## src/rtl/posit_stream_packer.sv

```systemverilog
// posit_stream_packer: packs an N-bit posit stream into WORD_W-bit words,
// lane 0 in the least-significant bits, with a per-lane keep mask, a packet
// flush on in_last, and a saturating count of NaR posits accepted.
//
// Handshake: a transfer happens on a side exactly when valid && ready at a
// rising edge. The output side holds out_valid/out_word/out_keep/out_last
// stable until it transfers. in_ready is combinational: the packer takes a
// posit whenever the output register is empty or being drained this cycle.
module posit_stream_packer #(
  parameter int N      = 16,
  parameter int WORD_W = 32,
  parameter int CNT_W  = 16,
  localparam int LANES = WORD_W / N
) (
  input  logic              clk,
  input  logic              rst,
  input  logic              in_valid,
  output logic              in_ready,
  input  logic [N-1:0]      posit_in,
  input  logic              in_last,
  output logic              out_valid,
  input  logic              out_ready,
  output logic [WORD_W-1:0] out_word,
  output logic [LANES-1:0]  out_keep,
  output logic              out_last,
  output logic [CNT_W-1:0]  nar_count
);

  localparam int LANE_W = (LANES > 1) ? $clog2(LANES) : 1;
  localparam logic [N-1:0] NAR = {1'b1, {(N-1){1'b0}}};
  localparam logic [LANE_W-1:0] LAST_LANE = LANE_W'(LANES - 1);

  if (((WORD_W % N) != 0) || (LANES < 2)) begin : g_param_check
    $fatal(1, "posit_stream_packer: WORD_W must be a multiple of N with at least 2 lanes");
  end

  logic [WORD_W-1:0] acc_q, acc_d, acc_new;
  logic [LANES-1:0]  keep_q, keep_d, keep_new;
  logic [LANE_W-1:0] lane_q, lane_d;
  logic              out_valid_q, out_valid_d;
  logic [WORD_W-1:0] out_word_q, out_word_d;
  logic [LANES-1:0]  out_keep_q, out_keep_d;
  logic              out_last_q, out_last_d;
  logic [CNT_W-1:0]  nar_q, nar_d;

  logic in_fire, out_fire, complete;

  assign in_ready  = !rst && (!out_valid_q || out_ready);
  assign in_fire   = in_valid && in_ready;
  assign out_fire  = out_valid_q && out_ready;
  assign complete  = in_fire && ((lane_q == LAST_LANE) || in_last);

  assign out_valid = out_valid_q;
  assign out_word  = out_word_q;
  assign out_keep  = out_keep_q;
  assign out_last  = out_last_q;
  assign nar_count = nar_q;

  // Accumulator view including the posit accepted this cycle.
  always_comb begin
    acc_new  = acc_q;
    keep_new = keep_q;
    if (in_fire) begin
      acc_new[int'(lane_q) * N +: N] = posit_in;
      keep_new[lane_q]               = 1'b1;
    end
  end

  // Next state: lane advance, word completion into the output register, drain.
  always_comb begin
    acc_d       = acc_new;
    keep_d      = keep_new;
    lane_d      = lane_q;
    out_valid_d = out_valid_q;
    out_word_d  = out_word_q;
    out_keep_d  = out_keep_q;
    out_last_d  = out_last_q;
    nar_d       = nar_q;

    if (out_fire) begin
      out_valid_d = 1'b0;
    end

    if (complete) begin
      // A completing word replaces a word draining in the same cycle.
      out_valid_d = 1'b1;
      out_word_d  = acc_new;
      out_keep_d  = keep_new;
      out_last_d  = in_last;
      acc_d       = '0;
      keep_d      = '0;
      lane_d      = '0;
    end else if (in_fire) begin
      lane_d = lane_q + 1'b1;
    end

    if (in_fire && (posit_in == NAR) && (nar_q != {CNT_W{1'b1}})) begin
      nar_d = nar_q + CNT_W'(1);
    end
  end

  // State registers; reset drops any partial and pending word.
  always_ff @(posedge clk) begin
    if (rst) begin
      acc_q       <= '0;
      keep_q      <= '0;
      lane_q      <= '0;
      out_valid_q <= 1'b0;
      out_word_q  <= '0;
      out_keep_q  <= '0;
      out_last_q  <= 1'b0;
      nar_q       <= '0;
    end else begin
      acc_q       <= acc_d;
      keep_q      <= keep_d;
      lane_q      <= lane_d;
      out_valid_q <= out_valid_d;
      out_word_q  <= out_word_d;
      out_keep_q  <= out_keep_d;
      out_last_q  <= out_last_d;
      nar_q       <= nar_d;
    end
  end

endmodule

```

## config.mk

```make
export PLATFORM = sky130hd
export DESIGN_NAME = posit_stream_packer
export DESIGN_NICKNAME = d
export VERILOG_FILES = /design/src/rtl/posit_stream_packer.sv
export SDC_FILE = /design/constraint.sdc
export NUM_CORES = 1
export LEC_CHECK = 0
export CORE_AREA = 5 5 107 109
export CTS_CLUSTER_DIAMETER = 30
export DETAILED_ROUTE_END_ITERATION = 6
export DIE_AREA = 0 0 112 114
export MAX_ROUTING_LAYER = met4
export PLACE_DENSITY_LB_ADDON = 0.1
export SLEW_MARGIN = 30
export SYNTH_ARGS = -nofsm -noshare
export SYNTH_HDL_FRONTEND = slang
export SYNTH_SLANG_ARGS = --single-unit
```

## constraint.sdc

```tcl
create_clock -name clk -period 2.2 [get_ports clk]
set_input_delay 0.44 -clock clk [delete_from_list [all_inputs] [get_ports clk]]
set_output_delay 0.44 -clock clk [all_outputs]
set_load 0.01 [all_outputs]
```

* Word level (Yosys, flattened, before mapping) *
Index checks and enable logic that the tools add are counted.

operators by class
  add/subtract/negate cells = 3
  $lt $le $gt $ge = 2
  equality and inequality tests = 2
  shift operators = 2
  mux-type cells = 7
  bitwise operators = 1
  reductions and logical operators = 13

operators by type and width
  operator                                                  count
  negator 5 -> 33 bit                                       1
  variable shift 16 x 33 -> 32 bit, first input constant    1
  variable part select 16 x 33 -> 32 bit                    1
  bitwise mux 32 bit                                        1
  2-to-1 mux 32 bit                                         1
  adder 16 x 1 -> 16 bit, second input constant             1
  equality test 16 bit, second input constant               1
  inequality test 16 bit, second input constant             1
  logical AND 1 bit                                         7
  2-to-1 mux 1 bit                                          3
  zero test 1 bit                                           2
  logical OR 1 bit                                          2
  < comparator 1 x 2 -> 1 bit, second input constant        1
  2-to-1 mux 2 bit                                          1
  bitwise OR 2 bit                                          1
  nonzero test 2 bit                                        1
  OR reduction 2 bit                                        1
  adder 1 bit, second input constant                        1
  demux 1 bit (select 1 bit)                                1
  greater-or-equal comparator 1 bit, second input constant  1

word-level totals
  flip-flop bits (word level) = 87
  output and inout port bits = 53
  word-level logic and storage cells = 38

* Logic depth before layout (Yosys ltp) *
  word-level depth = 6
  mapped depth = 9

* Worst setup path before layout *
OpenSTA, ideal clock, no wires.

  path type = reg2reg
  start point = register nar_q[0], in the netlist nar_count[0]
  end point = register nar_q[10], in the netlist nar_count[10]
  setup time = 123 ps
  arrival time = 1983 ps
  data required time = 2077 ps
  path slack = 94 ps
  cell stages (with the launch flop) = 7
  period minus slack after synthesis = 2106 ps
  cells stage by stage = dfxtp_1 > ha_1 > nand3_2 > or3_4 > or3_1 > nor3_2 > mux2_1

between the ends
  word-level cells in the longest chain between the ends = 2
  elaborated cells on any way between the ends = 3
  classes of those cells = add/sub: 1; eq/ne: 1; reduce/logical: 1

RTL lines
  element                                                         line  source
  start: declaration                                              44    logic [CNT_W-1:0] nar_q, nar_d;
  start signal: assignment                                        121   nar_q <= nar_d;
  branches (longest 2 deep; another with adder 16 x 1 -> 16 bit)  --

Parallel ways; which one is timed is not known.
A chain may end at the register's enable or synchronous reset.

* Final worst setup path *
  start point = input port posit_in[2]
  end point = register nar_q[10], in the netlist nar_count[10]

between the ends
  word-level cells in the longest chain between the ends = 3

RTL lines
  element                          line  source
  start: declaration               19    input logic [N-1:0] posit_in,
  equality test 16 bit             97    if (in_fire && (posit_in == NAR) && (nar_q != {CNT_W{1'b1}})) begin
  logical AND 1 bit (2 in series)  97

No other way between the ends.

==> qor.txt <==
Synth Warn #: 0
Min-Delay Path Class: reg -> reg
worst slew margin relative to its limit: 0.636
layout cells sized above 1: 0.184
hpwl dp: 6860 um
Layout area overhead: 42.1%
slew at the pin closest to its max-slew limit: 0.542 ns
Inst Count DP: 591
Post-DP Area: 4710 sq um
Peak Freq: 0.469 GHz
Post-Synthesis Cells: 356
Finished Layout Cells: 607
Hold Path Cell Cnt: 2
syn nets: 378
fin crit period: 2.13 ns
largest net degree at the start of global routing: 60
register area share after synthesis: 0.496
die span in x: 112 um
routability-driven placement congestion ratio: 0.774
post-CTS setup repair buffer count: 0
Ports: 74
Rows: 38
Crit. End Element: register
GRT Util Overall: 0.153
worst-path maximum fanout: 2
via count: 2927
EDFF count, synth: 0
final core utilization: 0.474
Synth cell types: 48
cell taking the most area after synthesis: dfxtp_1
CP max stage cell: clkdlybuf4s50_1
Top Family by Delay on Critical Path: simple AND/OR/NAND/NOR gates
Congestion Overflow GR: 0
Clock transition at path regs: 0.09 ns
post-synthesis async set-or-reset flop share: 0
WP data required: 2.42 ns
pre-CTS WS: -0.331 ns
Fill cells: 1014
number of global-route vias before repair: 2914
Post-Route WL: 9360 um
final worst slack: 0.0676 ns
antenna-violating nets left: 0
Critical Path AT: 2.35 ns
CTS sink cnt: 87
Final Hold Vio Count: 0
Die Ht: 114 um
PD cells: 645 nW/um^2
setup TNS: 0 ns
Synth Flop Type: dfxtp_1
worst skew pair latency: 0.34 ns
DRC Markers: 0
post-synthesis cell area: 3510 sq um
CTS Buf Count: 9
Synth Area per Inst: 9.85 sq um
Avg WL per Cell: 15.4 um
reg2reg path depth: 6
1st-iter DRT viols: 157
FF+latch area: 1740 sq um
Worst Skew: 0.0114 ns
crit-path cells: clkdlybuf4s50_1 -> nor4b_2 -> buf_4 -> nand4_1 -> or3_1 -> nor3_2 -> mux2_1
CTS Root Cell: clkbuf_8
CTS H-tree depth: 3
max-cap violations: 0
Crit path largest cell delay: 0.46 ns
Tcrit/Tclk final: 0.969
P_leak: 1.84 nW
core area: 10500 sq um
unrepaired setup endpoints after global routing: yes
Worst Path Buf+Inv: 2
# diodes: 0
FF+latch count, synth: 87
Max Slew Vio Count: 0
Levels on crit path: 7
Max VDD drop: 0.385 mV
Initial DRT Pass Iterations: 4
multi-input logic area: 1700 sq um
Setup Crit Path Kind: in -> reg
Startpoint Class: input pin
first-pass GRT wire length: 15400 um
Max clock buf depth: 2
dominant cells by area after synthesis: dfxtp_1, mux2i_1, nand3b_1, nor2_1, o21ai_0
hold_ws: 0.432 ns
status: finished, final reports clean
share of the synthesized area in the top cell type: 0.496
Final Instance Area: 4980 sq um
total power: 3.21 mW
initial antenna violation count: 0
Die ar.: 12800 sq um
starting density of the core: 0.334
Vias/cell: 4.82
CTS tree: yes
endpoints failing setup: 0
Final nets: 484
port buffer count: 73
synthesized netlist by cell type (3+ instances only):
library cell and number:
a21oi_1 6, nor2b_1 5, nand3b_1 33, o21ai_0 32, buf_2 8, mux2_1 4, nor4_1 13, inv_1 3
xnor2_1 6, nand3_1 6, clkbuf_1 11, dfxtp_1 87, nand2_1 6, nand2b_1 4, nand4_1 5, mux2i_1 33
nor2_1 55
layout by cell type (no fill, tap or decap), types with 9 or more instances in the layout:
master           synthesis  final
dfxtp_1                 87     87
clkdlybuf4s50_1          0     71
nor2_1                  55     55
buf_4                    1     38
mux2i_1                 33     33
nand3b_1                33     33
o21ai_0                 32     32
clkbuf_8                 0     10
nor4_1                  13      9
kinds of logic (layout without fill, tap and decap cells):
family,count (synthesis),in the layout,synth area share
flip-flops,87,87,0.496
AO/OA/AOI/OAI,50,50,0.0856
buffers and inverters,25,136,0.0350
adder cells (fa/ha/maj),1,1,0.00357
multiplexers,37,37,0.107
XOR/XNOR,6,6,0.0150
AND/OR/NAND/NOR,150,150,0.257
timing repair:
action                     4_1_cts  5_1_grt
setup endpoints to repair        1        6
resized for setup                2        7
hold buffers                     0        0
final timing paths:
| kind | start | endpoint | slack [ns] |
|---|---|---|---|
| min reg2reg | keep_q[1] | keep_q[1] | 0.43 |
| max | posit_in[2] | nar_count[10] | 0.07 |
| min | keep_q[1] | keep_q[1] | 0.43 |
| max reg2reg | nar_count[0] | nar_count[10] | 0.12 |
power breakdown:
group	total [mW]	leakage, nW	switching (mW)	internal (mW)
combinational	0.323	1.03	0.157	0.167
sequential	1.63	0.704	0.0170	1.61
clock	1.26	0.105	0.587	0.675
worst reg2reg max path: stages, from the launching register on:
cell     delay (ns)
dfxtp_1        0.38
ha_4           0.17
nand3_2        0.12
or3_4          0.39
or3_1          0.40
nor3_2         0.19
mux2_1         0.33
sequential cells by signal (all words and copies together), names as in the netlist:
| register | flops |
|---|---|
| acc_q | 32 |
| keep_q | 2 |
| lane_q | 1 |
| nar_count | 16 |
| out_keep | 2 |
| out_last | 1 |
| out_valid | 1 |
| out_word | 32 |
cell type report:
| type | count | area share |
|---|---|---|
| Clock inverter | 6 | 0.0183 |
| Clock buffer | 10 | 0.0276 |
| Timing Repair Buffer | 117 | 0.227 |
| Multi-Input combinational cell | 244 | 0.341 |
| Sequential cell | 87 | 0.349 |
| Inverter | 3 | 0.00226 |
| Tap cell | 140 | 0.0351 |
per-layer routing:
metal | up-vias | track usage | routed length (um)
li1 | 1473 | - | -
met1 | 1376 | 0.216 | 4790
met4 | 0 | 0.0425 | 91
met5 | - | - | 0
met3 | 8 | 0.0249 | 320
met2 | 70 | 0.227 | 4160
(Power assumes the default switching activity.)
==> patch (same flow settings) <==
Take the reset off `out_word_q` and load it in a clocked block of its own.
--- a/src/rtl/posit_stream_packer.sv
+++ b/src/rtl/posit_stream_packer.sv
@@ -106,7 +106,6 @@
       keep_q      <= '0;
       lane_q      <= '0;
       out_valid_q <= 1'b0;
-      out_word_q  <= '0;
       out_keep_q  <= '0;
       out_last_q  <= 1'b0;
       nar_q       <= '0;
@@ -115,12 +114,15 @@
       keep_q      <= keep_d;
       lane_q      <= lane_d;
       out_valid_q <= out_valid_d;
-      out_word_q  <= out_word_d;
       out_keep_q  <= out_keep_d;
       out_last_q  <= out_last_d;
       nar_q       <= nar_d;
     end
   end
 
+  always_ff @(posedge clk) begin
+    out_word_q <= out_word_d;
+  end
+
 endmodule
 
Check against the original RTL: differs if rst is asserted again (counterexample within 4 cycles, from zero or initial values and one cycle with rst high); with rst held inactive, the same outputs for 10 cycles.
==> patch against the original RTL <==
- the run now ends with negative setup slack left
- cell area shrank 1.7%
- power increased by 0.56%
- wire length down 17%
- setup slack got worse by 240 ps
- area after synthesis is 5.5% lower
- sequential cell count unchanged
- cell count is 14% lower
- clock skew is 2.1 ps lower
- combinational power shrank 14%
- die area stayed put
- clock power decreased by 3%
- sequential power increased by 6%
- global-route usage decreased by 2.8 points
- largest power group unchanged
==> patch: results <==
[outcome]
outcome = "complete, but fails checks"
violations = "negative setup slack"

[synthesis]
synth_adder_area_share_pct = 0.377
synth_xor_area_share_pct = 1.85
synthMuxAreaShare_pct = 12.5
synth_edf_count = 32
seq_area_frac_synth_pct = 62.2
yosysUniqueCellTypes = 38
synth_commonest_cells = "55 x dfxtp_1, 39 x nor2b_1, 36 x mux2_2"

[sta]
finalWorstSetupSlack_ps = -176
holdWs_ps = 426
finalSetupViolCount = 9
fin_skew_ps = 9.30

[critical_path]
critPathSlowestCell = "or4_4"
rr_startpoint = "out_valid"
rrSetupSlack_ps = 60
endpoint = "nar_count[13]"
worstPathMaxFanout = 3

[global_routing]
track_usage_pct = 12.5
grt_pass1_wl_um = 12300
grt_pass1_vias = 2406
grt_max_degree = 30

[detailed_routing]
dr_wl_met3_um = 403
wl_met1_um = 3720
drt_iter0_markers = 52

[power]
pg_comb_w = 0.000279
clkPwrFrac_pct = 37.9
leakage_nw = 1.85

[clock_network]
cts_resized = 37

[final_layout]
drive_gt1_share_pct = 30.5

[worst_hold_path]
worst_hold_path.endpoint = "out_word[4]"
holdCritStartpoint = "posit_in[4]"

[place]
placed_area_um2 = 4450
gp_congestion = 0.808
## patch: cell types whose count changed after synthesis, sizes merged, moves of 6 or more
| cell | unedited run | this run |
|---|---|---|
| buf | 11 | 2 |
| dfxtp | 87 | 55 |
| o21ai | 33 | 1 |
| nor2b | 6 | 39 |
| nand3b | 33 | 0 |
| mux2 | 4 | 36 |
| mux2i | 33 | 1 |
| edfxtp | 0 | 32 |
| nor2 | 55 | 26 |
| nor4 | 15 | 9 |
## patch: final cells by class
class                   instances  area, µm²
multi-input cells             168       1370
inverters                       2       7.51
flip-flops and latches         87       2060
clock inverters                 5       80.1
fillers                      1004       5610
well taps                     140        175
clock buffers                  10        138
repair buffers                111       1070
## patch: metal layers
metal,vias up,GRT usage [%]
met5,-,-
met4,0,4.25
met3,10,3.66
met2,52,19.1
met1,1132,16.1
li1,1170,-
## patch: metrics by stage
stage / std cells / setup slack, ps
floorplan: 268 / -481
global placement: 501 / -875
detailed placement: 501 / -929
CTS: 517 / -237
global route: 523 / -196
finish: 523 / -176
